`src/rtl/fifo_valid_ready_reader_pkg.sv`:
```
// Package: fifo_valid_ready_reader_pkg
//
// Purpose: parameter limits for the FIFO valid/ready reader. Pointer and level
// widths are derived locally inside the reader from its own BUFFER_DEPTH, so
// only the legal parameter range lives here.
//
// Contents:
//   MAX_READ_LATENCY  largest supported FIFO read latency (0 or 1 are legal)
//   MIN_BUFFER_DEPTH  smallest legal internal buffer depth
package fifo_valid_ready_reader_pkg;

  localparam int MAX_READ_LATENCY = 1;
  localparam int MIN_BUFFER_DEPTH = 2;

endpackage : fifo_valid_ready_reader_pkg

```
`src/rtl/fifo_valid_ready_reader.sv`:
```
// Module: fifo_valid_ready_reader
//
// Purpose: drains a read-enable style FIFO into a small internal buffer and
// presents the buffered data as a valid/ready stream. Reads are issued purely
// on buffer credit (level plus any read still in flight), so read_ready never
// reaches fifo_read_enable combinationally. FIFOs with read latency 0
// (first-word fall-through) and 1 (registered read data) are supported.
//
// Ports:
//   clock             in   1      rising-edge clock for all state
//   reset             in   1      asynchronous active-high reset
//   fifo_read_enable  out  1      pops one FIFO entry this cycle
//   fifo_read_data    in   WIDTH  FIFO data (same cycle for LAT=0, next for LAT=1)
//   fifo_empty        in   1      FIFO empty flag
//   read_valid        out  1      read_data holds a valid entry
//   read_data         out  WIDTH  head-of-buffer data, taken from storage flops
//   read_ready        in   1      consumer accepts when read_valid && read_ready
//   level             out  clog2(BUFFER_DEPTH+1)  entries held in the buffer
module fifo_valid_ready_reader
  import fifo_valid_ready_reader_pkg::*;
#(
  parameter int WIDTH        = 8,
  parameter int READ_LATENCY = 0,
  parameter int BUFFER_DEPTH = 2
) (
  input  logic                              clock,
  input  logic                              reset,
  output logic                              fifo_read_enable,
  input  logic [WIDTH-1:0]                  fifo_read_data,
  input  logic                              fifo_empty,
  output logic                              read_valid,
  output logic [WIDTH-1:0]                  read_data,
  input  logic                              read_ready,
  output logic [$clog2(BUFFER_DEPTH+1)-1:0] level
);

  localparam int PTR_W = (BUFFER_DEPTH > 1) ? $clog2(BUFFER_DEPTH) : 1;
  localparam int LVL_W = $clog2(BUFFER_DEPTH + 1);
  localparam logic [PTR_W-1:0] LAST_PTR  = PTR_W'(BUFFER_DEPTH - 1);
  localparam logic [LVL_W:0]   DEPTH_EXT = (LVL_W + 1)'(BUFFER_DEPTH);

  // Reject unsupported configurations at elaboration.
  if ((READ_LATENCY < 0) || (READ_LATENCY > MAX_READ_LATENCY) ||
      (BUFFER_DEPTH < MIN_BUFFER_DEPTH)) begin : g_param_check
    $error("fifo_valid_ready_reader: READ_LATENCY must be 0 or 1 and BUFFER_DEPTH >= 2");
  end

  logic [WIDTH-1:0] storage [BUFFER_DEPTH];
  logic [PTR_W-1:0] wr_ptr;
  logic [PTR_W-1:0] rd_ptr;
  logic [LVL_W-1:0] level_r;
  logic [LVL_W-1:0] level_next;
  logic             valid_r;
  logic             inflight_r;
  logic             inflight_s;
  logic             push_s;
  logic             pop_s;
  logic [LVL_W:0]   credit_sum;

  // Pointers wrap by explicit compare so any depth works, not only powers of 2.
  function automatic logic [PTR_W-1:0] next_ptr(input logic [PTR_W-1:0] p);
    if (p == LAST_PTR) begin
      return {PTR_W{1'b0}};
    end else begin
      return p + PTR_W'(1);
    end
  endfunction

  // A latency-1 read issued last cycle still owns a buffer slot until it lands.
  assign inflight_s = (READ_LATENCY == 1) ? inflight_r : 1'b0;

  // For LAT=0 data is captured on the enable edge; for LAT=1 one edge later.
  assign push_s = (READ_LATENCY == 0) ? fifo_read_enable : inflight_r;
  assign pop_s  = valid_r && read_ready;

  // Credit-based read request; read_ready deliberately plays no part here.
  always_comb begin
    credit_sum       = {1'b0, level_r} + {{LVL_W{1'b0}}, inflight_s};
    fifo_read_enable = 1'b0;
    if (!reset && !fifo_empty && (credit_sum < DEPTH_EXT)) begin
      fifo_read_enable = 1'b1;
    end else begin
      fifo_read_enable = 1'b0;
    end
  end

  // Next buffer occupancy from this cycle's push/pop pair.
  always_comb begin
    level_next = level_r;
    case ({push_s, pop_s})
      2'b10:   level_next = level_r + LVL_W'(1);
      2'b01:   level_next = level_r - LVL_W'(1);
      default: level_next = level_r;
    endcase
  end

  // Occupancy, valid flag, pointers and the in-flight marker.
  always_ff @(posedge clock or posedge reset) begin
    if (reset) begin
      level_r    <= {LVL_W{1'b0}};
      valid_r    <= 1'b0;
      wr_ptr     <= {PTR_W{1'b0}};
      rd_ptr     <= {PTR_W{1'b0}};
      inflight_r <= 1'b0;
    end else begin
      level_r    <= level_next;
      valid_r    <= (level_next != {LVL_W{1'b0}});
      inflight_r <= (READ_LATENCY == 1) ? fifo_read_enable : 1'b0;
      if (push_s) begin
        wr_ptr <= next_ptr(wr_ptr);
      end
      if (pop_s) begin
        rd_ptr <= next_ptr(rd_ptr);
      end
    end
  end

  // Data storage; cleared on reset so read_data reads zero afterwards.
  always_ff @(posedge clock or posedge reset) begin
    if (reset) begin
      for (int i = 0; i < BUFFER_DEPTH; i++) begin
        storage[i] <= {WIDTH{1'b0}};
      end
    end else if (push_s) begin
      storage[wr_ptr] <= fifo_read_data;
    end
  end

  assign read_valid = valid_r;
  assign read_data  = storage[rd_ptr];
  assign level      = level_r;

endmodule : fifo_valid_ready_reader

```
`config.mk`:
```
export PLATFORM = sky130hd
export DESIGN_NAME = fifo_valid_ready_reader
export DESIGN_NICKNAME = d
export VERILOG_FILES = /design/src/rtl/fifo_valid_ready_reader_pkg.sv /design/src/rtl/fifo_valid_ready_reader.sv
export SDC_FILE = /design/constraint.sdc
export NUM_CORES = 1
export LEC_CHECK = 0
export BUFFER_PORTS_ARGS = -buffer_cell sky130_fd_sc_hd__buf_4
export CAP_MARGIN = 20
export CORE_MARGIN = 2
export CORE_UTILIZATION = 46
export DETAILED_ROUTE_END_ITERATION = 7
export PLACE_DENSITY_LB_ADDON = 0.3
export SLEW_MARGIN = 20
export SYNTH_ARGS = -nofsm -noshare
export SYNTH_HDL_FRONTEND = slang
export SYNTH_SLANG_ARGS = --single-unit
```
`constraint.sdc`:
```
create_clock -name clock -period 1.3 [get_ports clock]
set_input_delay 0.195 -clock clock [delete_from_list [all_inputs] [get_ports clock]]
set_output_delay 0.195 -clock clock [all_outputs]
set_load 0.02 [all_outputs]
```
==> results of run 1 <==
-- per-layer routing --
layer  vias to the layer above  share of wire [%]  global-route usage [%]  routed length (µm)
met2                        13                 51                    31.3                1020
met4                         0                  0                    5.56                   0
met5                         -                  0                       0                   0
met3                         0                3.2                    2.73                  63
li1                        304                  -                       -                   -
met1                       327                 46                    24.2                 919
-- cell type report --
cell class / count / area (µm²)
flip-flops and latches: 21 / 528
fillers: 143 / 523
multi-input cells: 39 / 503
repair buffers: 37 / 340
well taps: 27 / 33.8
clock buffers: 4 / 26.3
inverters: 2 / 7.51
-- where the power goes --
| part | internal (mW) | switching [mW] |
|---|---|---|
| clock | 0.119 | 0.191 |
| sequential | 0.990 | 0.233 |
| combinational | 1.34 | 0.871 |
-- timing repair --
item	4_1_cts	5_1_grt
endpoints found under the setup margin	27	28
hold buffers	1	0
hold endpoints to repair	21	0
pin swaps	3	5
setup buffers	4	0
gates cloned	0	0
resized for setup	26	5
-- worst paths after layout --
| kind | to | depth (start not counted) | slack, ns |
|---|---|---|---|
| min in group asynchronous | storage[12] | 4 | 0.51 |
| max in group asynchronous | rd_ptr | 4 | 0.56 |
| max | read_data[7] | 3 | -0.20 |
| min | storage[5] | 2 | 0.13 |
| min reg2reg | storage[12] | 1 | 0.52 |
| max reg2reg | storage[0] | 4 | -0.11 |
-- sequential cells by signal, summed over array words and instances, names as in the netlist --
| signal | flops |
|---|---|
| level | 2 |
| rd_ptr | 1 |
| read_valid | 1 |
| storage | 16 |
| wr_ptr | 1 |
-- Yosys cell counts (all sizes together) --
cell type and number:
mux2 24, nor4 1, nor3b 1, nor3 1, xnor2 3, and2 2
clkbuf 2, buf 1, inv 2, ha 1, dfrtp 21, nor2 2
a21oi 1, xor2 3
-- logic make-up after synthesis --
logic type	count (synthesis)	synth area share (%)
AO/OA/AOI/OAI	1	0.522
XOR/XNOR	6	5.48
adder cells (fa/ha/maj)	1	1.31
buffers and inverters	5	2.87
flip-flops	21	54.8
multiplexers	24	28.2
AND/OR/NAND/NOR	7	6.79
-- through the flow --
step | utilization [%] | hold slack [ns] | worst slack [ns] | total power [mW]
3_3_place_gp | 64.2 | 0.284 | -0.0522 | 2.93
3_5_place_dp | 64.2 | 0.290 | -0.0940 | 2.99
2_1_floorplan | - | 0.171 | -0.343 | 2.39
6_report | 73.3 | 0.133 | -0.204 | 3.74
4_1_cts | 72.1 | 0.130 | -0.197 | 3.68
5_1_grt | 73.3 | 0.112 | -0.248 | 3.97
-- critical path, delay by kind of cell (launching register included) --
kind / cells / cell delay, ns
multiplexers: 1 / 0.35
buffers and inverters: 2 / 0.27
flip-flops: 1 / 0.40
==> results.txt, run 1 <==
----------------------------------------------------
[Run status]
  Outcome ... finished with violations
  Failing checks ... setup timing

[STA]
  Final count of hold timing violations ... 0
  Slew at the pin closest to its max-slew limit ... 0.269 ns
  Setup ws final ... -0.204 ns
  Setup TNS after final layout ... -2.61 ns
  Final slew viol count ... 0
  Final setup fails ... 27
  Setup repair after global routing missed its margin ... yes
  Max transition margin ... 82.1%
  Upper clock frequency limit ... 0.665 GHz
  Clk_skew ... 0.000778 ns
  Share of the cycle needed by the critical path after routing ... 116%
  Post-layout min period ... 1.50 ns

[Logic synthesis]
  Number of cells produced by synthesis ... 65
  Number of unique standard cell types used by synthesis ... 15
  #FFs+latches synth ... 21
  Largest cells by area after synthesis ... sky130_fd_sc_hd__dfrtp_1, sky130_fd_sc_hd__mux2_2, sky130_fd_sc_hd__xnor2_1
  Number of warnings issued by yosys ... 0
  Area fraction of the dominant cell type after synthesis ... 54.8%
  Mapped Nets ... 78
  Seq/Total Area, Yosys ... 54.8%
  Average instance area after synthesis ... 14.7 µm²
  Library cell occupying the most area in the post-synthesis netlist ... sky130_fd_sc_hd__dfrtp_1
  Mapped cell area ... 958 µm²

[Floorplan]
  Number of standard-cell rows in the floorplan ... 16
  Die boundary width ... 49.6 µm
  # IOs ... 24
  Core Region ... 1960 µm²
  Die area ... 2460 µm²
  Initial Util ... 48.9%
  Die Ht ... 49.6 µm

[CTS]
  Clk sinks ... 21
  Number of clock buffers inserted by TritonCTS ... 3
  Clock Path Buffers ... 2
  Clock tree from TritonCTS ... built
  Cell at the root of the clock tree ... sky130_fd_sc_hd__clkbuf_4
  Max H-tree Level ... 1
  Clock network latency to the later pin of the worst-skew pair ... 0.29 ns
  Clk pin slew, worst setup/hold paths ... 0.11 ns

[Setup path]
  Setup crit start ... rd_ptr
  Crit path max fanout ... 5
  Launch point of the worst reg-to-reg path ... level[1]
  Critical path start-end classification ... register to output port
  Critical path endpoint category ... output port
  Largest stage delay on the critical path ... 0.40 ns
  Critical path cell sequence ... buf_6 > mux2_2 > buf_6
  Critical-path top delay cell ... sky130_fd_sc_hd__dfrtp_2
  Startpoint class of the critical path ... register
  Req. time, crit path ... 1.11 ns
  Most frequent cell on the critical path ... sky130_fd_sc_hd__buf_6
  Arrival time of data at the critical path endpoint ... 1.31 ns

[GRT]
  GRT Overall Usage ... 18.4%
  Initial antenna violation count ... 0
  Number of global-route vias before repair ... 700
  Global-route congestion overflow total ... 0
  Global-route wire length before repair ... 3.37 mm
  Largest net degree at the start of global routing ... 22

[Drt]
  DRT Pass-1 Iters ... 2
  Detailed-route wire length ... 2.00 mm
  Average wire per standard cell ... 15.4 µm
  Initial DRC Count ... 2
  Post-route DRC ... 0
  Via count ... 644
  Number of nets with antenna violations after routing ... 0
  Per-cell via count in the routed design ... 4.95

[Cells and area]
  Antenna diode count ... 0
  Layout area overhead ... 50.1%
  Area of all placed cells without fillers ... 1440 µm²
  Most frequent cells in the layout ... sky130_fd_sc_hd__buf_4, sky130_fd_sc_hd__dfrtp_1, sky130_fd_sc_hd__mux2_4, sky130_fd_sc_hd__buf_6, sky130_fd_sc_hd__mux2_2
  Final-stage net count ... 117
  Final Non-Filler Cells ... 130
  Fraction of final layout cells with drive strength greater than 1 ... 71.8%
  Most common cell after layout, fill and taps aside ... sky130_fd_sc_hd__buf_4

[Pwr]
  Pwr Density ... 2600 nW/µm²
  Max VDD drop ... 1.55 mV
  Leakage power figure ... 0.672 nW

[Worst hold path]
  Worst Min Path Start ... fifo_read_data[5]
  Hold WC Path Type ... input pin to register

[Job]
  Number of violations of the max-capacitance limit ... 0

[Place]
  Post-detail-place hpwl ... 1.36 mm
  Final GP Congestion ... 0.735
  Instance area after placement ... 1260 µm²
  Quantity of I/O buffers inserted on ports ... 23
  Cell total after placement ... 121

----------------------------------------------------
(Power assumes the default switching activity.)
==> run 2: changes to the inputs <==
--- a/config.mk
+++ b/config.mk
@@ -7,8 +7,10 @@
 export LEC_CHECK = 0
 export BUFFER_PORTS_ARGS = -buffer_cell sky130_fd_sc_hd__buf_4
 export CAP_MARGIN = 20
+export CELL_PAD_IN_SITES_DETAIL_PLACEMENT = 0
+export CELL_PAD_IN_SITES_GLOBAL_PLACEMENT = 2
 export CORE_MARGIN = 2
-export CORE_UTILIZATION = 46
+export CORE_UTILIZATION = 31
 export DETAILED_ROUTE_END_ITERATION = 7
 export PLACE_DENSITY_LB_ADDON = 0.3
 export SLEW_MARGIN = 20
==> run 2 against run 1 <==
The run still ends with setup timing left. Power decreased by 0.81%. Sequential power about the same. Sequential share of layout area increased by 0.096 points. Global-route usage decreased by 5.5 points. Highest routed layer is now met4.
==> results.txt, run 2 (synthesized netlist as in run 1, its figures left out) <==
----------------------------------------------------
[Run status]
  Outcome ... finished with violations
  Failing checks ... setup timing

[Drt]
  Post-route DRC ... 0 (unchanged)
  Detailed-route wire length ... 1.90 mm (-4.9%)
  Average wire per standard cell ... 14.1 µm (-8.4%)
  Per-cell via count in the routed design ... 4.59 (-7.3%)
  Initial DRC Count ... 21 (+19)
  Via count ... 620 (-3.7%)
  DRT Pass-1 Iters ... 4 (+2)
  Number of nets with antenna violations after routing ... 0 (unchanged)

[Setup path]
  Critical-path top delay cell ... sky130_fd_sc_hd__dfrtp_2
  Crit path max fanout ... 5 (unchanged)
  Startpoint class of the critical path ... register
  Reg2Reg Capture Point ... storage[4]
  Launch point of the worst reg-to-reg path ... level[1]
  Buffers & Inverters on Critical Path ... 2 (unchanged)
  Worst setup endpoint ... read_data[6]
  Most frequent cell on the critical path ... sky130_fd_sc_hd__buf_6
  Req. time, crit path ... 1.11 ns (about the same)
  Largest stage delay on the critical path ... 0.40 ns (about the same)
  Setup crit start ... rd_ptr
  Critical path depth in cells ... 3 (unchanged)
  Top delay family on crit path ... flip-flops
  Worst-case reg-to-reg path depth ... 4 (unchanged)
  Critical path cell sequence ... buf_6 > mux2_2 > buf_6
  Critical path endpoint category ... output port
  R2r setup slk ... -0.03 ns (+0.08 ns)
  Arrival time of data at the critical path endpoint ... 1.30 ns (about the same)
  Critical path start-end classification ... register to output port

[STA]
  Final count of hold timing violations ... 0 (unchanged)
  Upper clock frequency limit ... 0.669 GHz (+0.56%)
  Clk_skew ... 0.00864 ns (+0.00786 ns)
  Share of the cycle needed by the critical path after routing ... 115% (-0.65 points)
  Slew at the pin closest to its max-slew limit ... 0.257 ns (-0.0113 ns)
  Setup ws final ... -0.195 ns (+0.00841 ns)
  Final Hold Slack ... 0.112 ns (-0.0214 ns)
  Final slew viol count ... 0 (unchanged)
  Max transition margin ... 82.7% (+0.63 points)
  Final setup fails ... 22 (-19%)
  Setup repair after global routing missed its margin ... yes
  Post-layout min period ... 1.50 ns (-0.00841 ns)

[CTS]
  Clock Path Buffers ... 2 (unchanged)
  Clk pin slew, worst setup/hold paths ... 0.12 ns (about the same)
  Clk sinks ... 21 (unchanged)
  Clock network latency to the later pin of the worst-skew pair ... 0.31 ns (+0.02 ns)
  Cell at the root of the clock tree ... sky130_fd_sc_hd__clkbuf_4
  Clock tree from TritonCTS ... built
  Number of clock buffers inserted by TritonCTS ... 3 (unchanged)
  Max H-tree Level ... 1 (unchanged)

[GRT]
  Largest net degree at the start of global routing ... 18 (-18%)
  GRT Overall Usage ... 12.9% (-5.5 points)
  Number of global-route vias before repair ... 652 (-6.9%)
  Global-route wire length before repair ... 3.32 mm (-1.5%)
  Initial antenna violation count ... 0 (unchanged)
  Global-route congestion overflow total ... 0 (unchanged)

[Place]
  Final GP Congestion ... 0.742 (+1.0%)
  Post-detail-place hpwl ... 1.30 mm (-4.5%)
  Quantity of I/O buffers inserted on ports ... 23 (unchanged)
  Placement Setup Slack ... -0.0633 ns (+0.0307 ns)

[Floorplan]
  # IOs ... 24 (unchanged)
  Die boundary width ... 59.6 µm (+20%)
  Die area ... 3550 µm² (+44%)
  Core Region ... 3000 µm² (+53%)
  Number of standard-cell rows in the floorplan ... 20 (+4)
  Die Ht ... 59.6 µm (+20%)
  Initial Util ... 31.9% (-17 points)

[Cells and area]
  Filler instances ... 277 (+94%)
  Final-stage net count ... 116 (-0.85%)
  Largest register FFs ... 16 (unchanged)
  Layout area overhead ... 49.7%
  Most frequent cells in the layout ... sky130_fd_sc_hd__buf_4, sky130_fd_sc_hd__dfrtp_1, sky130_fd_sc_hd__mux2_4
  Fraction of final layout cells with drive strength greater than 1 ... 69.6% (-2.2 points)
  Antenna diode count ... 0 (unchanged)
  Top reg by flops ... storage

[Job]
  Number of violations of the max-capacitance limit ... 0 (unchanged)

[Pwr]
  Max VDD drop ... 1.05 mV (-32%)
  Pwr Density ... 2590 nW/µm² (-0.55%)
  Leakage power figure ... 0.665 nW (-1.1%)
  Overall power of the completed layout ... 3.71 mW (-0.81%)

[Worst hold path]
  Hold WC Path Type ... input pin to register

----------------------------------------------------
-- run 2: cell count changes in the layout (fill, tap and decap cells not counted) --
cell,previous run,this run
sky130_fd_sc_hd__buf_4,20,19
sky130_fd_sc_hd__clkbuf_1,1,0
sky130_fd_sc_hd__nor2_2,1,0
sky130_fd_sc_hd__buf_12,0,1
sky130_fd_sc_hd__mux2_4,16,17
sky130_fd_sc_hd__buf_6,16,15
sky130_fd_sc_hd__clkinv_2,0,1
sky130_fd_sc_hd__xnor2_1,1,3
sky130_fd_sc_hd__xnor2_2,2,0
sky130_fd_sc_hd__nor2_1,1,2
sky130_fd_sc_hd__mux2_2,8,7
-- run 2: power by group --
group / internal (mW) / switching [mW]
combinational: 1.34 / 0.833
clock: 0.115 / 0.208
sequential: 0.990 / 0.229
total: 2.44 / 1.27
-- run 2: worst min-delay path by stage --
stage	from	end	slack (ns)	cells past startpoint
3_5_place_dp	reset	wr_ptr	0.17	2
6_report	fifo_read_data[6]	storage[6]	0.11	2
4_1_cts	fifo_read_data[6]	storage[14]	0.10	2
2_1_floorplan	reset	level[0]	0.17	1
3_3_place_gp	reset	wr_ptr	0.15	2
5_1_grt	fifo_read_data[6]	storage[6]	0.09	2
-- run 2: area by class of cell --
| cell class | instances | area [µm²] | share of cell area, % |
|---|---|---|---|
| inverter | 2 | 7.51 | 0.523 |
| clock buffer | 3 | 22.5 | 1.57 |
| timing repair buffer | 36 | 342 | 23.8 |
| tap | 33 | 41.3 | 2.88 |
| clock inverter | 1 | 5.00 | 0.349 |
| sequential | 21 | 528 | 36.8 |
| multi-input combinational | 39 | 489 | 34.1 |
-- run 2: through the flow --
step	utilization [%]	TNS, ns	instance area (µm²)	cells
floorplan	-	-5.82	1010	65
global placement	42.6	-0.361	1280	127
detailed placement	42.6	-0.712	1280	127
CTS	47.0	-2.27	1410	134
global route	47.8	-3.75	1440	135
finish	47.8	-1.83	1440	135
-- run 2: repair_timing --
action	in CTS	in global routing
gates resized for setup	24	4
setup buffers	2	1
hold buffers	1	0
endpoints found under the setup margin	27	29
pin swaps	2	1
endpoints found under the hold margin	4	0
-- run 2: metal layers --
metal | GRT usage (%) | up-vias | share of wire (%)
li1 | - | 295 | -
met3 | 3.93 | 4 | 4.5
met4 | 4.76 | 0 | 1.4
met2 | 18.4 | 18 | 45
met1 | 18.5 | 303 | 49
met5 | 0 | - | 0
